<file path="src/rtl/mem_arbiter.sv">
// mem_arbiter: two-requester arbiter in front of a single-port byte memory.
// A requester owns the memory for as long as it holds its req line; between
// owners a 2-cycle DRAIN lets in-flight reads of the departing owner return.
// Reads are tracked by a 2-stage {valid, owner} tag pipeline: memory output
// is registered once in the memory and once more here (rdata), giving
// rvalid exactly 2 cycles after the granted read cycle.
// Optional feature macro: ARB_ROUNDROBIN_EN (round-robin tie break); when it
// is undefined requester 0 always wins a tie.
//
// Handshake: reqN is held high for the whole burst; while gntN is high each
// cycle in which reqN is still high is one access (weN=1 write, weN=0 read).
// The cycle in which a requester drops reqN it is no longer issuing, so that
// cycle produces neither a write nor a read even though gntN is still high.
module mem_arbiter #(
    parameter int addr_width = 9
) (
    input  logic                  clk,
    input  logic                  reset,
    input  logic                  req0,
    input  logic                  req1,
    output logic                  gnt0,
    output logic                  gnt1,
    input  logic [addr_width-1:0] addr0,
    input  logic [addr_width-1:0] addr1,
    input  logic                  we0,
    input  logic                  we1,
    input  logic [7:0]            wdata0,
    input  logic [7:0]            wdata1,
    output logic                  rvalid0,
    output logic                  rvalid1,
    output logic [7:0]            rdata,
    output logic [addr_width-1:0] mem_raddr,
    output logic [addr_width-1:0] mem_waddr,
    output logic [7:0]            mem_data_in,
    output logic                  mem_write,
    input  logic [7:0]            mem_data_out,
    output logic [1:0]            o_dbg_state
);

    typedef enum logic [1:0] {
        ST_IDLE  = 2'd0,
        ST_OWN0  = 2'd1,
        ST_OWN1  = 2'd2,
        ST_DRAIN = 2'd3
    } state_t;

    state_t                r_state;
    state_t                w_next;
    logic [1:0]            r_drain_cnt;
    logic                  w_tie_pick1;
    logic                  w_rd0;
    logic                  w_rd1;
    logic                  w_wr0;
    logic                  w_wr1;
    logic [addr_width-1:0] w_addr;
    logic [7:0]            w_wdata;
    logic [addr_width-1:0] r_hold_addr;
    logic [7:0]            r_hold_wdata;
    logic                  r_tag1_valid;
    logic                  r_tag1_owner;
    logic                  r_tag2_valid;
    logic                  r_tag2_owner;
    logic [7:0]            r_rdata;

`ifdef ARB_ROUNDROBIN_EN
    logic r_last_owner;

    // Remember which requester was granted last; reset value 1 makes
    // requester 0 win the first tie.
    always_ff @(posedge clk or negedge reset) begin
        if (!reset) begin
            r_last_owner <= 1'b1;
        end else if (r_state == ST_IDLE && w_next == ST_OWN0) begin
            r_last_owner <= 1'b0;
        end else if (r_state == ST_IDLE && w_next == ST_OWN1) begin
            r_last_owner <= 1'b1;
        end
    end

    assign w_tie_pick1 = ~r_last_owner;
`else
    assign w_tie_pick1 = 1'b0;
`endif

    // State register.
    always_ff @(posedge clk or negedge reset) begin
        if (!reset) begin
            r_state <= ST_IDLE;
        end else begin
            r_state <= w_next;
        end
    end

    // Next-state logic; ownership only ends when the owner drops req.
    always_comb begin
        w_next = r_state;
        case (r_state)
            ST_IDLE: begin
                if (req0 && req1) begin
                    w_next = w_tie_pick1 ? ST_OWN1 : ST_OWN0;
                end else if (req0) begin
                    w_next = ST_OWN0;
                end else if (req1) begin
                    w_next = ST_OWN1;
                end
            end
            ST_OWN0:  if (!req0) w_next = ST_DRAIN;
            ST_OWN1:  if (!req1) w_next = ST_DRAIN;
            ST_DRAIN: if (r_drain_cnt == 2'd1) w_next = ST_IDLE;
            default:  w_next = ST_IDLE;
        endcase
    end

    // DRAIN cycle counter: 0 on the first DRAIN cycle, 1 on the second.
    always_ff @(posedge clk or negedge reset) begin
        if (!reset) begin
            r_drain_cnt <= 2'd0;
        end else if (r_state != ST_DRAIN) begin
            r_drain_cnt <= 2'd0;
        end else begin
            r_drain_cnt <= r_drain_cnt + 2'd1;
        end
    end

    assign gnt0        = (r_state == ST_OWN0);
    assign gnt1        = (r_state == ST_OWN1);
    assign o_dbg_state = r_state;

    assign w_rd0 = gnt0 & req0 & ~we0;
    assign w_rd1 = gnt1 & req1 & ~we1;
    assign w_wr0 = gnt0 & req0 & we0;
    assign w_wr1 = gnt1 & req1 & we1;

    assign w_addr  = gnt0 ? addr0  : (gnt1 ? addr1  : r_hold_addr);
    assign w_wdata = gnt0 ? wdata0 : (gnt1 ? wdata1 : r_hold_wdata);

    assign mem_raddr   = w_addr;
    assign mem_waddr   = w_addr;
    assign mem_data_in = w_wdata;
    assign mem_write   = w_wr0 | w_wr1;

    // Keep the last driven address/data so they hold while nobody owns memory.
    always_ff @(posedge clk or negedge reset) begin
        if (!reset) begin
            r_hold_addr  <= '0;
            r_hold_wdata <= 8'd0;
        end else begin
            r_hold_addr  <= w_addr;
            r_hold_wdata <= w_wdata;
        end
    end

    // Read tag pipeline and registered read data, aligned to the memory latency.
    always_ff @(posedge clk or negedge reset) begin
        if (!reset) begin
            r_tag1_valid <= 1'b0;
            r_tag1_owner <= 1'b0;
            r_tag2_valid <= 1'b0;
            r_tag2_owner <= 1'b0;
            r_rdata      <= 8'd0;
        end else begin
            r_tag1_valid <= w_rd0 | w_rd1;
            r_tag1_owner <= gnt1;
            r_tag2_valid <= r_tag1_valid;
            r_tag2_owner <= r_tag1_owner;
            r_rdata      <= mem_data_out;
        end
    end

    assign rdata   = r_rdata;
    assign rvalid0 = r_tag2_valid & ~r_tag2_owner;
    assign rvalid1 = r_tag2_valid &  r_tag2_owner;

endmodule
</file>
<file path="config.mk">
export PLATFORM = sky130hd
export DESIGN_NAME = mem_arbiter
export DESIGN_NICKNAME = d
export VERILOG_FILES = /design/src/rtl/mem_arbiter.sv
export SDC_FILE = /design/constraint.sdc
export NUM_CORES = 1
export LEC_CHECK = 0
export CORE_MARGIN = 2
export CORE_UTILIZATION = 37
export DETAILED_ROUTE_END_ITERATION = 10
export PLACE_DENSITY = 0.8
export SYNTH_ARGS = -nofsm -noshare
export SYNTH_HDL_FRONTEND = slang
export SYNTH_SLANG_ARGS = --single-unit
</file>
<file path="constraint.sdc">
create_clock -name clk -period 2.7 [get_ports clk]
set_clock_uncertainty 0.05 [all_clocks]
set_input_delay 0.54 -clock clk [delete_from_list [all_inputs] [get_ports clk]]
set_output_delay 0.54 -clock clk [all_outputs]
set_load 0.03 [all_outputs]
</file>
==> out/qor.yml <==
global_route:
  grt_pass1_wl_um: 5333
  overflow: 0
  grt_pass1_vias: 1261
  grt_usage: 0.1652
  antenna_found_initial: 0
  grt_max_degree: 34
route:
  drtIter0Drc: 32
  firstDrtPassIters: 4
  viasPerCell: 4.806
  wl_per_cell_um: 13.73
  drc_errors: 0
  ant_nets: 0
  num_vias: 1264
  wirelength_um: 3612
worst_hold_path:
  hold_path_depth: 0
  hp-class: "flop to flop"
critical_path:
  rr_endpoint: "o_dbg_state[0]"
  critPathLaunchType: "flop"
  critPathKind: "flop to output port"
  cp-startpoint: "o_dbg_state[0]"
  critPathCapture: "mem_raddr[7]"
  r2r.worst_path.cells: 6
  cp_max_fo: 9
  cp.arrival_ns: 1.87
  rr_startpoint: "o_dbg_state[1]"
  rrSetupSlack_ns: 0.79
  cp-end-kind: "output port"
  cp.required_ns: 2.11
yosys:
  synth_top_area_share: 0.5617
  syn_inst: 129
  yosys.area.top_type: "dfrtp_1"
  yosysMostFrequentCell: "dfrtp_1"
  synth.area.mux_share: 0.1157
  async_flop_share: 1.000
  synth.avg_cell_area_um2: 11.40
  yosys_warnings: 0
  synth_xor_area_frac: 0
  synth_compound_area_frac: 0.1021
  synthAdderAreaFrac: 0.04255
  synthSimpleGateAreaFrac: 0.09362
  synth_common_cells: "dfrtp_1 (33), nand2_1 (20), mux2i_1 (17), o21ai_1 (17), buf_4 (11)"
  synth_top_family_by_area: "multiplexers"
  ys.flop_type: "dfrtp_1"
  synth.area.top_cells: "dfrtp_1 (56%), mux2i_1 (12%), o21ai_1 (5.8%)"
  synth-edff-count: 0
  syn_nets: 182
  yosys_register_bits: 33
  synth_area_um2: 1470
  ys_seq_area_frac: 0.5617
  synthDistinctLibCells: 22
sta:
  tightestPinTransition_ns: 0.4211
  rsz0062_at_grt: "false"
  hold_violations: 0
  fmax_mhz: 406.7
  layout_setup_ws_ns: 0.2413
  setup_violations: 0
  fin_crit_sh: 0.9106
  slew_headroom: 0.7193
  period_needed_ns: 2.459
  drv_slew: 0
place:
  place_ws_ns: 0.5383
  dpl.hpwl_um: 2791
  io_buffers: 88
  place_congestion: 0.7593
layout:
  drive_gt1_frac: 0.2419
  post-route-util: 0.6367
  fin_nets: 267
  fillers: 304
  antenna_cells: 0
  synthToLayoutAreaGrowth_pct: 62.13
clock_tree:
  cts_inserted_buffers: 5
  cts_max_level: 2
  tritoncts: "yes"
  clk_path_buf_depth: 2
  clock_latency_ns: 0.28
  cts_resized: 0
  cts_setup_buffers: 0
  root_buffer: "clkbuf_8"
  clkSlewWorstSetupHoldPaths_ns: 0.07
  clock_sinks: 33
  ctsHoldBuffers: 0
floorplanning:
  core_um2: 3744
  initial_utilization: 0.3927
  pin_count: 89
  dieWidth_um: 67.04
  rows: 22
  dieArea_um2: 4494
  dieHeight_um: 67.04
status:
  status: "finished, final reports clean"
power_and_ir_drop:
  irDropWorstVdd_uv: 1018
  p_leak_nw: 1.080
  cellPowerDensity_nw_per_um2: 1399
job:
  cap_violations: 0
## where the power goes
| group | internal [W] | total (W) | leakage, nW | switching, W |
|---|---|---|---|---|
| logic | 0.000853 | 0.00223 | 0.635 | 0.00137 |
| registers | 0.000685 | 0.000759 | 0.400 | 0.0000740 |
| clock network | 0.000178 | 0.000349 | 0.0450 | 0.000171 |
| total | 0.00172 | 0.00333 | 1.08 | 0.00162 |
## worst min path at each step
stage / to / slack [ns] / start
after floorplan: o_dbg_state[0] / 0.19 / reset
after CTS: r_tag2_owner / 0.30 / r_tag1_owner
final: r_tag2_owner / 0.30 / r_tag1_owner
after global routing: r_tag2_valid / 0.32 / r_tag1_valid
after global placement: r_tag2_valid / 0.28 / r_tag1_valid
after detailed placement: r_tag2_owner / 0.29 / r_tag1_owner
## cells in the final DEF, fill, tap and decap left out, types with 2 or more instances in the layout
master / n
mux2i_1: 17
nand3_1: 2
clkdlybuf4s50_1: 59
dfrtp_1: 33
clkbuf_8: 5
nand2_1: 20
a32o_1: 2
ha_1: 5
buf_4: 34
o21ai_1: 8
inv_1: 4
nor2b_1: 3
a21oi_1: 2
o21ai_2: 9
clkinv_2: 2
## final cells by class
type | count | area, um2 | share of cell area
Timing Repair Buffer | 93 | 845.8 | 0.3549
Sequential cell | 33 | 825.8 | 0.3465
Multi-Input combinational cell | 77 | 554.3 | 0.2325
Clock buffer | 6 | 72.57 | 0.03045
Tap cell | 48 | 60.06 | 0.02520
Inverter | 4 | 15.01 | 0.006299
Clock inverter | 2 | 10.01 | 0.004199
## kinds of logic after synthesis
kind of cell / after synthesis
muxes: 17
AOI/OAI and AO/OA: 25
and+or+nand+nor: 30
adders and majority gates: 5
buffers and inverters: 19
DFF: 33
## critical path, stage by stage, from the launching register on
cell	delay [ns]
dfrtp_1	0.43
inv_1	0.12
ha_1	0.27
buf_4	0.24
mux2i_1	0.25
o21ai_2	0.09
buf_4	0.17
## flip-flops by register name, summed over array words and instances (netlist names)
| signal | flops |
|---|---|
| r_hold_addr | 9 |
| r_hold_wdata | 8 |
| rdata | 8 |
| o_dbg_state | 2 |
| r_drain_cnt | 2 |
| r_tag1_owner | 1 |
| r_tag1_valid | 1 |
| r_tag2_owner | 1 |
| r_tag2_valid | 1 |
## through the flow
stage | instance area, um2 | hold slack [ns] | total power [W] | TNS [ns] | instances
2_1_floorplan | 1504 | 0.1944 | 0.002370 | -0.07538 | 129
3_3_place_gp | 2301 | 0.2844 | 0.002944 | 0 | 255
3_5_place_dp | 2301 | 0.2864 | 0.003011 | 0 | 255
4_1_cts | 2384 | 0.3008 | 0.003379 | 0 | 263
5_1_grt | 2384 | 0.3160 | 0.003518 | 0 | 263
6_report | 2384 | 0.2982 | 0.003334 | 0 | 263
## routing by layer
metal / vias to the layer above / global-route usage / share of wire
met1: 596 / 0.1567 / 0.38
met4: 0 / 0.08929 / 0.022
met5: - / 0 / 0
met2: 59 / 0.3094 / 0.53
met3: 7 / 0.05236 / 0.071
li1: 602 / - / -
(Power assumes the default switching activity.)
